File: src/rtl/wb_pkg.sv
// -----------------------------------------------------------------------------
// wb_pkg
//   Shared definitions for the writeback controller slice.
//
//   DW / AW / DEPTH : default data width, register index width, FIFO depth
//   NREGS           : number of architectural registers (width of pendMask)
//   PC_IDX          : register index that aliases the program counter
//   wb_entry_t      : one queued result {idx, data}
//   wb_src_e        : which producer won the enqueue slot this cycle
//   is_pc()         : true when an index addresses the PC
// -----------------------------------------------------------------------------
package wb_pkg;

    localparam int DW    = 16;
    localparam int AW    = 4;
    localparam int DEPTH = 4;
    localparam int NREGS = 16;

    localparam logic [3:0] PC_IDX = 4'd15;

    typedef struct packed {
        logic [AW-1:0] idx;
        logic [DW-1:0] data;
    } wb_entry_t;

    typedef enum logic [1:0] {
        SRC_NONE = 2'd0,
        SRC_LD   = 2'd1,
        SRC_ALU  = 2'd2
    } wb_src_e;

    function automatic logic is_pc(input logic [AW-1:0] idx);
        return idx == PC_IDX;
    endfunction

endpackage

File: src/rtl/wb_fifo.sv
// -----------------------------------------------------------------------------
// wb_fifo
//   Parameterised synchronous FIFO holding pending writeback results.
//   Push and pop may occur in the same cycle; pointers wrap modulo DEPTH,
//   so DEPTH must be a power of two (>= 2).
//
//   Parameters
//     DEPTH : number of entries
//     W     : entry width in bits
//
//   Ports
//     clk    in   clock, all state on the rising edge
//     rst_n  in   asynchronous active-low reset (clears pointers and count)
//     push   in   write din at the tail (ignored while full)
//     pop    in   advance the head (ignored while empty)
//     din    in   entry to enqueue
//     dout   out  entry at the head (meaningless while empty)
//     full   out  count == DEPTH
//     empty  out  count == 0
//     count  out  number of valid entries, 0..DEPTH
// -----------------------------------------------------------------------------
module wb_fifo #(
    parameter int DEPTH = 4,
    parameter int W     = 20
) (
    input  logic                     clk,
    input  logic                     rst_n,
    input  logic                     push,
    input  logic                     pop,
    input  logic [W-1:0]             din,
    output logic [W-1:0]             dout,
    output logic                     full,
    output logic                     empty,
    output logic [$clog2(DEPTH):0]   count
);

    localparam int PW = $clog2(DEPTH);
    localparam int CW = PW + 1;

    logic [W-1:0]  mem [DEPTH];
    logic [PW-1:0] wr_ptr;
    logic [PW-1:0] rd_ptr;
    logic          do_push;
    logic          do_pop;

    assign full    = (count == CW'(DEPTH));
    assign empty   = (count == '0);
    assign do_push = push && !full;
    assign do_pop  = pop && !empty;
    assign dout    = mem[rd_ptr];

    // NOTE: the storage array has no reset; occupancy is tracked by count, so
    // stale contents are never observed and the array maps onto plain RAM.
    always_ff @(posedge clk) begin
        if (do_push) begin
            mem[wr_ptr] <= din;
        end
    end

    // NOTE: sequential state uses non-blocking assignments so every flop samples
    // the pre-edge value of its neighbours, independent of statement order.
    always_ff @(posedge clk or negedge rst_n) begin
        if (!rst_n) begin
            wr_ptr <= '0;
            rd_ptr <= '0;
            count  <= '0;
        end else begin
            if (do_push) begin
                wr_ptr <= wr_ptr + 1'b1;
            end
            if (do_pop) begin
                rd_ptr <= rd_ptr + 1'b1;
            end
            unique case ({do_push, do_pop})
                2'b10:   count <= count + 1'b1;
                2'b01:   count <= count - 1'b1;
                default: count <= count;
            endcase
        end
    end

endmodule

File: src/rtl/wb_ctrl.sv
// -----------------------------------------------------------------------------
// wb_ctrl
//   Writeback controller: sole producer for the register file's write port.
//   Accepts results from the load unit and the ALU (load has priority), queues
//   them in wb_fifo and drains one per cycle in which the write port is granted.
//   A result addressed to PC_IDX is steered to the PC write outputs instead of
//   the register file. A pending-destination mask lets decode stall on RAW
//   hazards.
//
//   Build option
//     WB_BYPASS_EN : when defined, a result arriving while the FIFO is empty
//                    and the write port is granted is written in the same
//                    cycle without being queued. When undefined every result
//                    is queued and appears no earlier than the next cycle.
//
//   Ports
//     clk, rst_n          clock / asynchronous active-low reset
//     allocEn, allocIdx   decode marks allocIdx as having an outstanding producer
//     aluValid/Idx/Data   ALU result handshake input, aluReady = accepted
//     ldValid/Idx/Data    load result handshake input, ldReady = accepted
//     wbGnt               register-file write port available this cycle
//     wbEn/wbIdx/wbData   register-file write (index != PC_IDX)
//     pcWrEn/pcWrData     PC write (index == PC_IDX)
//     pendMask            bit i set while register i has an outstanding producer
//     full, empty         FIFO occupancy flags
//   wbIdx/wbData/pcWrData read as zero whenever their enable is low.
// -----------------------------------------------------------------------------
module wb_ctrl
    import wb_pkg::*;
#(
    parameter int DEPTH = wb_pkg::DEPTH,
    parameter int DW    = wb_pkg::DW,
    parameter int AW    = wb_pkg::AW
) (
    input  logic             clk,
    input  logic             rst_n,

    input  logic             allocEn,
    input  logic [AW-1:0]    allocIdx,

    input  logic             aluValid,
    input  logic [AW-1:0]    aluIdx,
    input  logic [DW-1:0]    aluData,
    output logic             aluReady,

    input  logic             ldValid,
    input  logic [AW-1:0]    ldIdx,
    input  logic [DW-1:0]    ldData,
    output logic             ldReady,

    input  logic             wbGnt,
    output logic             wbEn,
    output logic [AW-1:0]    wbIdx,
    output logic [DW-1:0]    wbData,

    output logic             pcWrEn,
    output logic [DW-1:0]    pcWrData,

    output logic [NREGS-1:0] pendMask,
    output logic             full,
    output logic             empty
);

    localparam int CW = $clog2(DEPTH) + 1;

    typedef struct packed {
        logic [AW-1:0] idx;
        logic [DW-1:0] data;
    } entry_t;

    wb_src_e          src;
    entry_t           in_entry;
    entry_t           head_entry;
    entry_t           out_entry;
    logic [AW+DW-1:0] fifo_dout;
    logic [CW-1:0]    fifo_count;
    logic             fifo_full;
    logic             fifo_empty;
    logic             room;
    logic             in_fire;
    logic             push;
    logic             pop;
    logic             bypass;
    logic             out_valid;
    logic             out_is_pc;
    logic [NREGS-1:0] pend_next;

    // ------------------------------------------------------------------
    // Enqueue arbitration. Readiness depends only on occupancy: a pop in
    // the same cycle does not free a slot for a new arrival.
    // ------------------------------------------------------------------
    assign room     = (fifo_count != CW'(DEPTH));
    assign ldReady  = room;
    assign aluReady = room && !ldValid;

    // NOTE: every variable assigned in always_comb gets a default first, so no
    // path leaves it unassigned and no latch is inferred.
    always_comb begin
        src      = SRC_NONE;
        in_entry = '0;
        if (ldValid && ldReady) begin
            src      = SRC_LD;
            in_entry = '{idx: ldIdx, data: ldData};
        end else if (aluValid && aluReady) begin
            src      = SRC_ALU;
            in_entry = '{idx: aluIdx, data: aluData};
        end
    end

    assign in_fire = (src != SRC_NONE);

    // ------------------------------------------------------------------
    // Dequeue and optional same-cycle bypass.
    // ------------------------------------------------------------------
    assign pop = !fifo_empty && wbGnt;

`ifdef WB_BYPASS_EN
    // Only legal when nothing older is queued, so ordering is preserved.
    assign bypass = fifo_empty && wbGnt && in_fire;
`else
    assign bypass = 1'b0;
`endif

    assign push       = in_fire && !bypass;
    assign head_entry = entry_t'(fifo_dout);
    assign out_valid  = pop || bypass;
    assign out_entry  = bypass ? in_entry : head_entry;
    assign out_is_pc  = (out_entry.idx == AW'(PC_IDX));

    // Data outputs are gated by their enables so an idle port shows zero
    // rather than whatever the head slot happens to contain.
    assign wbEn     = out_valid && !out_is_pc;
    assign wbIdx    = wbEn ? out_entry.idx : '0;
    assign wbData   = wbEn ? out_entry.data : '0;
    assign pcWrEn   = out_valid && out_is_pc;
    assign pcWrData = pcWrEn ? out_entry.data : '0;

    assign full  = fifo_full;
    assign empty = fifo_empty;

    wb_fifo #(
        .DEPTH (DEPTH),
        .W     (AW + DW)
    ) u_fifo (
        .clk   (clk),
        .rst_n (rst_n),
        .push  (push),
        .pop   (pop),
        .din   (in_entry),
        .dout  (fifo_dout),
        .full  (fifo_full),
        .empty (fifo_empty),
        .count (fifo_count)
    );

    // ------------------------------------------------------------------
    // Pending-destination scoreboard. The clear is applied before the set
    // so that a re-allocation in the retiring cycle keeps the bit high.
    // ------------------------------------------------------------------
    always_comb begin
        pend_next = pendMask;
        if (out_valid) begin
            pend_next[out_entry.idx] = 1'b0;
        end
        if (allocEn) begin
            pend_next[allocIdx] = 1'b1;
        end
    end

    always_ff @(posedge clk or negedge rst_n) begin
        if (!rst_n) begin
            pendMask <= '0;
        end else begin
            pendMask <= pend_next;
        end
    end

endmodule
File: config.mk
export PLATFORM = sky130hd
export DESIGN_NAME = wb_ctrl
export DESIGN_NICKNAME = d
export VERILOG_FILES = /design/src/rtl/wb_pkg.sv /design/src/rtl/wb_fifo.sv /design/src/rtl/wb_ctrl.sv
export SDC_FILE = /design/constraint.sdc
export NUM_CORES = 1
export LEC_CHECK = 0
export ABC_CLOCK_PERIOD_IN_PS = 4100
export BUFFER_PORTS_ARGS = -buffer_cell sky130_fd_sc_hd__buf_4
export CAP_MARGIN = 20
export CORE_UTILIZATION = 45
export CTS_BUF_LIST = sky130_fd_sc_hd__clkbuf_8
export DETAILED_ROUTE_END_ITERATION = 7
export GPL_TIMING_DRIVEN = 0
export PLACE_DENSITY = 0.66
export SLEW_MARGIN = 20
export SYNTH_ARGS = -nofsm -noshare
export SYNTH_HDL_FRONTEND = slang
export SYNTH_SLANG_ARGS = --single-unit
export TNS_END_PERCENT = 30
File: constraint.sdc
create_clock -name clk -period 4.1 [get_ports clk]
set_input_delay 0.82 -clock clk [delete_from_list [all_inputs] [get_ports clk]]
set_output_delay 0.82 -clock clk [all_outputs]
set_load 0.05 [all_outputs]
==> qor.csv <==
stage,metric,value,unit
setup_path,Worst R2R Path Depth,5,
setup_path,CP top delay family,multiplexers,
clock_network,CTS tree,built,
detailed_routing,# DRC,0,
clock_network,clock latency on the worst-skew pair,0.37,ns
yosys,Synth area leader,edfxtp_1,
timing,Worst-Margin Slew,1.084,ns
setup_path,critical path startpoint category,flop,
clock_network,Worst-path clk slew,0.10,ns
yosys,"top cells by count, synth","edfxtp_1 (80), and2_1 (40), nand2_1 (31)",
setup_path,worst r2r src,u_fifo.count[1],
global_routing,antenna violations before repair,0,
setup_path,"Slowest-stage cell, CP",mux4_1,
yosys,YS warnings,0,
worst_hold_path,Hold Crit Class,in2async,
setup_path,worst path buffer plus inverter count,2,
clock_network,CTS H-tree lvls,3,
yosys,ys flop type,edfxtp_1,
global_routing,GRT Max-Usage Layer,met2,
clock_network,clock tree buffer depth,2,
die,core footprint,9774,um2
detailed_routing,"antenna viol nets, final",0,
setup_path,"Critical Path, Cell by Cell",mux4_1 -> and3_4 -> a21oi_4 -> buf_6 -> and2_1 -> buf_4,
yosys,number of synthesized flops with an enable pin,80,
clock_network,Num Clock Sinks,103,
setup_path,Worst Path Max Fanout,10,
global_routing,largest net degree at the start of global routing,24,
global_routing,Congestion Overflow GR,0,
clock_network,Inserted Clock Buffers,9,
yosys,mapped cell area,4527,um2
clock_network,post-CTS setup buffers,0,
yosys,Post-Syn Nets,353,
die,I/O pin count,108,
global_routing,first-pass GRT wire length,14260,um
layout,Final Instance Area,5710,um2
global_routing,grt met2 use,32.16,%
die,Initial Util,46.31,%
global_routing,Total GRT Usage,19.11,%
timing,Final Critical Period,3.513,ns
detailed_routing,vias per inst,5.166,
timing,final number of hold-violating endpoints,0,
setup_path,CP Capture Type,output pin,
yosys,Mean Syn Cell Area,15.24,um2
setup_path,"Worst Path Class, Setup",reg2out,
detailed_routing,WL per Instance,16.79,um
layout,"Core Util, Final",58.42,%
setup_path,Crit Reg-Reg Endpoint,u_fifo.mem[2][9],
yosys,Post-synth ARST share,22.33,%
clock_network,cts hold-fix bufs,0,
timing,skew final,0.01271,ns
power,pwr dens,821.9,nW/um2
layout,Area growth syn-to-layout,26.15,%
detailed_routing,final wirelength,9302,um
yosys,post-synthesis sequential area ratio,65.78,%
placement,IO buf count,107,
placement,GPL Wtd Cong,0.7960,
timing,slew margin rel.,27.75,%
clock_network,clk root buf,clkbuf_8,
die,Rows,36,
yosys,post-synth top area share,53.07,%
outcome,status,finished clean,
timing,setup TNS,0,ns
timing,"Setup violations, final",0,
global_routing,vias in the first global route,2763,
layout,# diodes,0,
yosys,Yosys reg bits,103,
layout,fraction of layout cells with a size suffix above 1,36.10,%
global_routing,met1 Track Usage GR,24.75,%
timing,fin crit share,85.69,%
setup_path,Worst Path Arrival,2.69,ns
placement,"Cell Area, Placed",5497,um2
yosys,post-synth cell types,34,
timing,maximum clock rate,284.6,MHz
global_routing,met3 Use GR,3.557,%
power,"IR drop worst, VDD",0.0004082,V
detailed_routing,initial DRC count,77,
timing,setup repair after global routing missed its margin,false,
detailed_routing,first drt pass iteration count,4,
layout,Nets,472,
clock_network,CTS resizes,0,
die,Die X,102.3,um
yosys,top-count cell post-synth,edfxtp_1,
setup_path,R2R Setup Slk,1.66,ns
placement,post-DP HPWL,6470,um
die,die height,102.3,um
yosys,Synth area leaders,"edfxtp_1 (53%), dfrtp_1 (13%), mux4_2 (8.5%), and2_1 (5.5%), a22o_1 (3.9%)",
flow_run,max cap viols,0,
die,die area,10460,um2
yosys,Synth Instances,297,
setup_path,max incr delay on CP,0.71,ns
power,Leak Pwr,2.306,nW
detailed_routing,vias,2862,
setup_path,required time of the critical path,3.28,ns
timing,fin. max-slew vios,0,
registers in the layout, indices dropped and copies added, names as in the netlist:
signal,flops
u_fifo.rd_ptr,2
u_fifo.wr_ptr,2
u_fifo.count,3
pendMask,16
u_fifo.mem,80
layer usage:
layer	vias to the layer above	wire length, um
li1	1349	-
met1	1406	4120
met2	97	4588
met3	10	467
met4	0	125
met5	-	0
stage by stage:
stage	setup WS (ns)	power [mW]	hold WS, ns	instances
2_1_floorplan	1.153	3.405	0.5015	297
3_3_place_gp	0.9565	4.087	0.4732	537
3_5_place_dp	0.9390	4.131	0.4919	537
4_1_cts	0.5216	4.740	0.3345	553
5_1_grt	0.4152	4.959	0.3342	554
6_report	0.5867	4.693	0.3312	554
cell type report:
| class | instances | area [um2] |
|---|---|---|
| fillers | 817 | 4064 |
| flip-flops and latches | 103 | 2978 |
| multi-input cells | 175 | 1456 |
| repair buffers | 108 | 818.3 |
| well taps | 133 | 166.4 |
| clock buffers | 9 | 123.9 |
| clock inverters | 7 | 75.07 |
| plain buffers | 10 | 58.81 |
| inverters | 9 | 33.78 |
worst register-to-register path: cells and delay by family, from the launching register on:
| family | cells | cell delay [ns] |
|---|---|---|
| buffers and inverters | 2 | 0.21 |
| DFF | 1 | 0.42 |
| and+or+nand+nor | 3 | 1.43 |
placed cells by master (no fill, tap or decap), types with 2 or more instances in the layout:
cell type and count:
a22o_1 20, and2_1 40, buf_2 2, buf_4 108, buf_6 2, clkbuf_1 5
clkbuf_8 9, clkinv_4 2, dfrtp_1 23, edfxtp_1 80, ha_1 5, inv_1 9
inv_8 3, mux4_1 3, mux4_2 17, nand2_1 31, nand3_1 7, nand3b_1 3
nor2_1 7, nor2b_1 3, o21ai_0 13, o21ai_1 6, or2b_1 2, xnor2_1 4
xor2_1 2
power breakdown:
part           switching [mW]  internal [mW]  total, mW
Sequential              0.132           1.58       1.71
Clock                   0.374          0.240      0.614
Combinational            1.56          0.815       2.37
Total                    2.06           2.63       4.69
worst max-delay path by stage:
| stage | start | end | depth (start not counted) |
|---|---|---|---|
| 2_1_floorplan | u_fifo.rd_ptr[0] | wbData[15] | 5 |
| 3_3_place_gp | u_fifo.rd_ptr[0] | wbData[7] | 6 |
| 5_1_grt | u_fifo.rd_ptr[0] | wbData[14] | 6 |
| 6_report | u_fifo.rd_ptr[0] | wbData[15] | 6 |
| 4_1_cts | u_fifo.rd_ptr[0] | wbData[15] | 6 |
| 3_5_place_dp | u_fifo.rd_ptr[0] | wbData[15] | 6 |
cells by family after synthesis:
kind of cell | count (synthesis) | synth area share, %
xor gates and xnor gates | 6 | 1.161
DFF | 103 | 65.78
AOI/OAI and AO/OA | 42 | 6.744
muxes | 20 | 10.20
adders and majority gates | 6 | 1.824
buffers and inverters | 19 | 2.045
and+or+nand+nor | 101 | 12.24
Note: power is estimated with default switching activity, not from simulation.
